## src/rtl/multicycle_control_unit_pkg.sv

```systemverilog
`default_nettype none
// ============================================================================
//  Package     : mcu_pkg
//  Description : Shared encodings for the multi-cycle MIPS control unit:
//                state codes, opcodes and datapath select encodings.
//  Revision    : 1.0  initial release
// ============================================================================
package mcu_pkg;

  typedef enum logic [3:0] {
    S_FETCH  = 4'd0,
    S_DECODE = 4'd1,
    S_MEMADR = 4'd2,
    S_MEMRD  = 4'd3,
    S_MEMWB  = 4'd4,
    S_MEMWR  = 4'd5,
    S_REX    = 4'd6,
    S_RWB    = 4'd7,
    S_BRANCH = 4'd8,
    S_IEX    = 4'd9,
    S_IWB    = 4'd10,
    S_JUMP   = 4'd11,
    S_TRAP   = 4'd12
  } state_e;

  localparam logic [5:0] OP_RTYPE = 6'h00;
  localparam logic [5:0] OP_J     = 6'h02;
  localparam logic [5:0] OP_BEQ   = 6'h04;
  localparam logic [5:0] OP_ADDI  = 6'h08;
  localparam logic [5:0] OP_ANDI  = 6'h0C;
  localparam logic [5:0] OP_ORI   = 6'h0D;
  localparam logic [5:0] OP_LH    = 6'h21;
  localparam logic [5:0] OP_LW    = 6'h23;
  localparam logic [5:0] OP_LHU   = 6'h25;
  localparam logic [5:0] OP_SW    = 6'h2B;

  localparam logic [1:0] ALUOP_ADD   = 2'b00;
  localparam logic [1:0] ALUOP_SUB   = 2'b01;
  localparam logic [1:0] ALUOP_FUNCT = 2'b10;
  localparam logic [1:0] ALUOP_LOGIC = 2'b11;

  localparam logic [1:0] SRCB_RT      = 2'b00;
  localparam logic [1:0] SRCB_FOUR    = 2'b01;
  localparam logic [1:0] SRCB_IMM     = 2'b10;
  localparam logic [1:0] SRCB_IMM_SH2 = 2'b11;

  localparam logic [1:0] PCSRC_ALU    = 2'b00;
  localparam logic [1:0] PCSRC_ALUOUT = 2'b01;
  localparam logic [1:0] PCSRC_JUMP   = 2'b10;

  localparam logic [1:0] LOAD_WORD   = 2'b00;
  localparam logic [1:0] LOAD_HALF_S = 2'b01;
  localparam logic [1:0] LOAD_HALF_U = 2'b10;

  // Load width/extension selected by the load opcode; anything else is a word
  function automatic logic [1:0] load_kind_of(input logic [5:0] op);
    if (op == OP_LH)       return LOAD_HALF_S;
    else if (op == OP_LHU) return LOAD_HALF_U;
    else                   return LOAD_WORD;
  endfunction

endpackage
`default_nettype wire

```

## src/rtl/multicycle_control_unit_wait_timer.sv

```systemverilog
`default_nettype none
// ============================================================================
//  Module      : mcu_wait_timer
//  Description : Counts consecutive memReady-low cycles while a memory access
//                state is active and flags the cycle at which the limit is hit.
//  Revision    : 1.0  initial release
// ============================================================================
module mcu_wait_timer #(
  parameter int WAIT_MAX = 15
) (
  input  logic clk,
  input  logic reset,
  input  logic active,
  input  logic mem_ready,
  output logic limit_hit
);

  localparam logic [7:0] C_LAST = 8'(WAIT_MAX - 1);

  logic [7:0] cnt_q;
  logic [7:0] cnt_d;

  // A ready in the limit cycle is a completion, so the compare needs ready low
  assign limit_hit = active & ~mem_ready & (cnt_q == C_LAST);

  // Count stalled cycles; clear on completion, timeout or leaving the state
  always_comb begin
    cnt_d = 8'd0;
    if (active && !mem_ready && !limit_hit) cnt_d = cnt_q + 8'd1;
  end

  // Counter register
  always_ff @(posedge clk) begin
    if (reset) cnt_q <= 8'd0;
    else       cnt_q <= cnt_d;
  end

endmodule
`default_nettype wire

```

## src/rtl/multicycle_control_unit.sv

```systemverilog
`default_nettype none
// ============================================================================
//  Module      : multicycle_control_unit
//  Description : Multi-cycle control FSM for a MIPS subset (R-type, ADDI,
//                ANDI, ORI, LW, LH, LHU, SW, BEQ). Sequences fetch, decode,
//                execute, memory and writeback; stalls on memReady and traps
//                on illegal opcodes or memory timeout.
//                Optional: define MCU_JUMP_EN to execute J (opcode 0x02).
//  Revision    : 1.0  initial release
// ============================================================================
module multicycle_control_unit
  import mcu_pkg::*;
#(
  parameter int OPCODE_W = 6,
  parameter int WAIT_MAX = 15,
  parameter int STATE_W  = 4
) (
  input  logic                clk,
  input  logic                reset,
  input  logic [OPCODE_W-1:0] opcode,
  input  logic                memReady,
  output logic                pcWrite,
  output logic                pcWriteCond,
  output logic                iorD,
  output logic                memRead,
  output logic                memWrite,
  output logic                irWrite,
  output logic                memToReg,
  output logic                regDst,
  output logic                regWrite,
  output logic                aluSrcA,
  output logic [1:0]          aluSrcB,
  output logic [1:0]          aluOp,
  output logic [1:0]          pcSource,
  output logic [1:0]          loadKind,
  output logic                illegalOp,
  output logic                memTimeout,
  output logic [STATE_W-1:0]  state
);

  state_e              state_q, state_d;
  logic [OPCODE_W-1:0] op_q, op_d;
  logic                illegal_q, illegal_d;
  logic                timeout_q, timeout_d;

  logic timer_active;
  logic limit_hit;
  logic pc_write_raw, pc_write_cond_raw, mem_write_raw, ir_write_raw, reg_write_raw;

  assign timer_active = (state_q == S_FETCH) || (state_q == S_MEMRD) || (state_q == S_MEMWR);

  mcu_wait_timer #(
    .WAIT_MAX (WAIT_MAX)
  ) u_wait_timer (
    .clk       (clk),
    .reset     (reset),
    .active    (timer_active),
    .mem_ready (memReady),
    .limit_hit (limit_hit)
  );

  // Next-state, opcode latch and sticky fault flags
  always_comb begin
    state_d   = state_q;
    op_d      = op_q;
    illegal_d = illegal_q;
    timeout_d = timeout_q;
    case (state_q)
      S_FETCH: begin
        if (memReady) state_d = S_DECODE;
        else if (limit_hit) begin
          state_d   = S_TRAP;
          timeout_d = 1'b1;
        end
      end
      S_DECODE: begin
        op_d = opcode;
        case (opcode)
          OPCODE_W'(OP_RTYPE): state_d = S_REX;
          OPCODE_W'(OP_ADDI),
          OPCODE_W'(OP_ANDI),
          OPCODE_W'(OP_ORI):   state_d = S_IEX;
          OPCODE_W'(OP_LW),
          OPCODE_W'(OP_LH),
          OPCODE_W'(OP_LHU),
          OPCODE_W'(OP_SW):    state_d = S_MEMADR;
          OPCODE_W'(OP_BEQ):   state_d = S_BRANCH;
`ifdef MCU_JUMP_EN
          OPCODE_W'(OP_J):     state_d = S_JUMP;
`endif
          default: begin
            state_d   = S_TRAP;
            illegal_d = 1'b1;
          end
        endcase
      end
      S_MEMADR: state_d = (op_q == OPCODE_W'(OP_SW)) ? S_MEMWR : S_MEMRD;
      S_MEMRD, S_MEMWR: begin
        if (memReady) state_d = (state_q == S_MEMRD) ? S_MEMWB : S_FETCH;
        else if (limit_hit) begin
          state_d   = S_TRAP;
          timeout_d = 1'b1;
        end
      end
      S_MEMWB:  state_d = S_FETCH;
      S_REX:    state_d = S_RWB;
      S_RWB:    state_d = S_FETCH;
      S_IEX:    state_d = S_IWB;
      S_IWB:    state_d = S_FETCH;
      S_BRANCH: state_d = S_FETCH;
`ifdef MCU_JUMP_EN
      S_JUMP:   state_d = S_FETCH;
`endif
      default:  state_d = S_TRAP;
    endcase
  end

  // State, latched opcode and flag registers
  always_ff @(posedge clk) begin
    if (reset) begin
      state_q   <= S_FETCH;
      op_q      <= '0;
      illegal_q <= 1'b0;
      timeout_q <= 1'b0;
    end else begin
      state_q   <= state_d;
      op_q      <= op_d;
      illegal_q <= illegal_d;
      timeout_q <= timeout_d;
    end
  end

  // Control outputs decoded from the current state and latched opcode
  always_comb begin
    pc_write_raw      = 1'b0;
    pc_write_cond_raw = 1'b0;
    mem_write_raw     = 1'b0;
    ir_write_raw      = 1'b0;
    reg_write_raw     = 1'b0;
    iorD              = 1'b0;
    memRead           = 1'b0;
    memToReg          = 1'b0;
    regDst            = 1'b0;
    aluSrcA           = 1'b0;
    aluSrcB           = SRCB_RT;
    aluOp             = ALUOP_ADD;
    pcSource          = PCSRC_ALU;
    loadKind          = LOAD_WORD;
    case (state_q)
      S_FETCH: begin
        memRead      = 1'b1;
        aluSrcB      = SRCB_FOUR;
        ir_write_raw = memReady;
        pc_write_raw = memReady;
      end
      S_DECODE: aluSrcB = SRCB_IMM_SH2;
      S_MEMADR: begin
        aluSrcA = 1'b1;
        aluSrcB = SRCB_IMM;
      end
      S_MEMRD: begin
        memRead  = 1'b1;
        iorD     = 1'b1;
        loadKind = load_kind_of(6'(op_q));
      end
      S_MEMWB: begin
        reg_write_raw = 1'b1;
        memToReg      = 1'b1;
        loadKind      = load_kind_of(6'(op_q));
      end
      S_MEMWR: begin
        mem_write_raw = 1'b1;
        iorD          = 1'b1;
      end
      S_REX: begin
        aluSrcA = 1'b1;
        aluOp   = ALUOP_FUNCT;
      end
      S_RWB: begin
        reg_write_raw = 1'b1;
        regDst        = 1'b1;
      end
      S_IEX: begin
        aluSrcA = 1'b1;
        aluSrcB = SRCB_IMM;
        aluOp   = (op_q == OPCODE_W'(OP_ADDI)) ? ALUOP_ADD : ALUOP_LOGIC;
      end
      S_IWB: reg_write_raw = 1'b1;
      S_BRANCH: begin
        aluSrcA           = 1'b1;
        aluOp             = ALUOP_SUB;
        pc_write_cond_raw = 1'b1;
        pcSource          = PCSRC_ALUOUT;
      end
`ifdef MCU_JUMP_EN
      S_JUMP: begin
        pc_write_raw = 1'b1;
        pcSource     = PCSRC_JUMP;
      end
`endif
      default: ;
    endcase
  end

  // Reset abandons any in-flight access, so no write may escape while it is high
  assign pcWrite     = pc_write_raw      & ~reset;
  assign pcWriteCond = pc_write_cond_raw & ~reset;
  assign memWrite    = mem_write_raw     & ~reset;
  assign irWrite     = ir_write_raw      & ~reset;
  assign regWrite    = reg_write_raw     & ~reset;

  assign illegalOp  = illegal_q;
  assign memTimeout = timeout_q;
  assign state      = STATE_W'(state_q);

endmodule
`default_nettype wire

```

## config.mk

```make
export PLATFORM = sky130hd
export DESIGN_NAME = multicycle_control_unit
export DESIGN_NICKNAME = d
export VERILOG_FILES = /design/src/rtl/multicycle_control_unit_pkg.sv /design/src/rtl/multicycle_control_unit_wait_timer.sv /design/src/rtl/multicycle_control_unit.sv
export SDC_FILE = /design/constraint.sdc
export NUM_CORES = 1
export LEC_CHECK = 0
export BUFFER_PORTS_ARGS = -buffer_cell sky130_fd_sc_hd__buf_4
export CORE_MARGIN = 4
export CORE_UTILIZATION = 45
export CTS_CLUSTER_DIAMETER = 60
export DETAILED_ROUTE_END_ITERATION = 8
export PLACE_DENSITY = 0.7
export SLEW_MARGIN = 25
export SYNTH_ARGS = -nofsm -noshare
export SYNTH_HDL_FRONTEND = slang
export SYNTH_SLANG_ARGS = --single-unit
```

## constraint.sdc

```tcl
create_clock -name clk -period 5.6 [get_ports clk]
set_clock_uncertainty 0.15 [all_clocks]
set_input_delay 1.4 -clock clk [delete_from_list [all_inputs] [get_ports clk]]
set_output_delay 1.4 -clock clk [all_outputs]
set_load 0.02 [all_outputs]
```

==> results.py <==
metrics = {
    "route": {
        "wl_mm": 2.81,
        "firstDrtPassIters": 4,
        "vias": 1191,
        "avgViaCountPerCell": 5.59,
        "drt_iter0_drc": 47,
        "drc": 0,
        "wl_per_cell_um": 13.2,
        "drtAntennaViolNets": 0,
    },
    "power": {
        "ir_drop_mv": 0.257,
        "leakagePower_nw": 0.606,
        "total_power_uw": 558,
        "p_per_area_mw_per_mm2": 378,
    },
    "global_route": {
        "grt_pass1_vias": 1129,
        "grt_overflow": 0,
        "grt_pass1_wl_mm": 4.88,
        "track_usage": 0.173,
        "grt_max_degree": 18,
        "antenna_found_initial": 0,
    },
    "timing": {
        "slew_viol_final": 0,
        "setup_viol": 0,
        "tightest_slew_ps": 542,
        "rsz0062_at_grt": "no",
        "tns_ps": 0,
        "timing_hold_violations_final": 0,
        "fmax_ghz": 0.266,
        "period_share": 0.672,
        "fin_crit_ps": 3760,
        "slew_headroom": 0.638,
        "setup_ws_ps": 1840,
    },
    "synthesis": {
        "yosysWarnings": 0,
        "synth-async-reset-ratio": 0,
        "synth_edf_count": 0,
        "synth.cell_area_mm2": 0.00123,
        "synth-main-ff-cell": "dfxtp_1",
        "syn_inst": 159,
        "synth_fp_nets": 170,
        "synth_seq_cells": 20,
        "postSynthAreaPerCell_um2": 7.75,
        "ys_types": 50,
        "yosysSeqAreaShare": 0.325,
    },
    "cells_and_area": {
        "nets": 195,
        "drive_above_1_share": 0.246,
        "fill_cells": 247,
        "finalInstanceArea_mm2": 0.00148,
        "instances_no_fill": 213,
        "area.growth.synth_to_final_pct": 19.8,
        "antennaDiodeCount": 0,
    },
    "die": {
        "fp.dieH_um": 60.3,
        "fp.dieArea_mm2": 0.00364,
        "coreArea_mm2": 0.00254,
        "die_w_um": 60.3,
        "pin_count": 33,
        "start_util": 0.484,
        "rows": 18,
    },
    "critical_path": {
        "cp-start-kind": "input pin",
        "cp_cell_sequence": "buf_4 -> nor4b_1 -> buf_4",
        "cpMostUsedCell": "buf_4",
        "crit_path_max_fanout": 17,
        "slowest_delay_ps": 410,
        "critPathRequiredTime_ps": 4050,
        "cp.arrival_ps": 2210,
        "worstSetupPathType": "input pin to output pin",
        "crit_path_end_kind": "output pin",
        "cpMaxStageDelayCell": "nor4b_1",
    },
    "place": {
        "gp_congestion": 0.803,
        "dpl.cell_count": 209,
        "port_buffers": 31,
        "dpl.hpwl_mm": 2.14,
        "place_area_mm2": 0.00144,
        "pre_cts_ws_ps": 1850,
    },
    "status": {
        "status": "complete, no violations",
    },
    "clocking": {
        "max-clock-path-buffers": 2,
        "worst_skew_pair.late_latency_ps": 300,
        "htree_levels": 1,
        "numCtsBuffers": 3,
        "cts_resized": 0,
        "path_clk_slew_ps": 110,
        "post-cts-setup-buffers": 0,
        "cts.sinks": 20,
        "cts_hold_buf": 0,
        "cts_root_buffer": "clkbuf_4",
        "cts_tree": "built",
    },
    "worst_hold_path": {
        "hold_class": "flop to flop",
    },
    "flow_run": {
        "max-cap-violations": 0,
    },
}
## logic make-up (layout without fill, tap and decap cells)
group	count (synthesis)	after routing	share of synthesized area
simple gates	78	78	0.328
compound gates	31	31	0.180
flops	20	20	0.325
buf+inv	17	41	0.0690
xor+xnor	7	7	0.0497
fa+ha+maj	3	3	0.0284
mux	2	2	0.0173
other cells	1	1	0.00304
## area by class of cell
class | count | area (um^2) | area share
sequential | 20 | 400 | 0.271
clock buffer | 4 | 36.3 | 0.0246
inverter | 6 | 22.5 | 0.0153
tap | 30 | 37.5 | 0.0254
timing repair buffer | 31 | 233 | 0.158
multi-input combinational | 122 | 747 | 0.506
## cells in the final DEF, fill, tap and decap left out, types with 5 or more instances in the layout
master and count:
a21oi_1 14, buf_4 31, dfxtp_1 20, inv_1 6
nand2_1 18, nand2b_1 5, nand3_1 5, nor2_1 22
xor2_1 5
## Yosys cell counts (all sizes together) (3+ instances only)
master,instances,area share
a21oi,14,0.057
buf,7,0.039
clkbuf,4,0.012
dfxtp,20,0.32
inv,6,0.018
nand2,18,0.055
nand2b,5,0.025
nand3,5,0.020
nand4,4,0.020
nor2,22,0.067
nor3,4,0.016
o21ai,3,0.012
or2,3,0.015
xor2,5,0.036
## flip-flops by register name, indices dropped and copies added (netlist names)
name / flops
memTimeout: 1
state: 4
op_q: 6
u_wait_timer.cnt_q: 8
illegalOp: 1
## where the power goes
group	leakage (nW)	internal [mW]	switching, mW
clock network	0.0210	0.0397	0.0440
registers	0.163	0.163	0.0405
logic	0.422	0.119	0.152
## path summary, 6_finish.rpt
check                    to  slack (ps)  cells past startpoint  startpoint
setup / recovery    pcWrite        1840                      3       reset
hold / removal    illegalOp         310                      2   illegalOp
setup reg to reg   state[2]        3500                      3    state[0]
hold reg to reg   illegalOp         310                      2   illegalOp
## stage by stage
stage | hold WS, ps | utilization
final | 308 | 0.580
after CTS | 314 | 0.580
after global placement | 292 | 0.566
after global routing | 338 | 0.580
after floorplan | 299 | -
after detailed placement | 292 | 0.566
## worst max-delay path: cells and delay by family
kind | cells | cell delay (ps)
simple gates | 1 | 410
buf+inv | 2 | 400
## per-layer routing
| layer | GRT usage | routed length (um) |
|---|---|---|
| met3 | 0.0319 | 243 |
| met1 | 0.243 | 1350 |
| met4 | 0.0791 | 34 |
| met5 | 0 | 0 |
| met2 | 0.256 | 1170 |
Power figures use the tool's default switching activity.
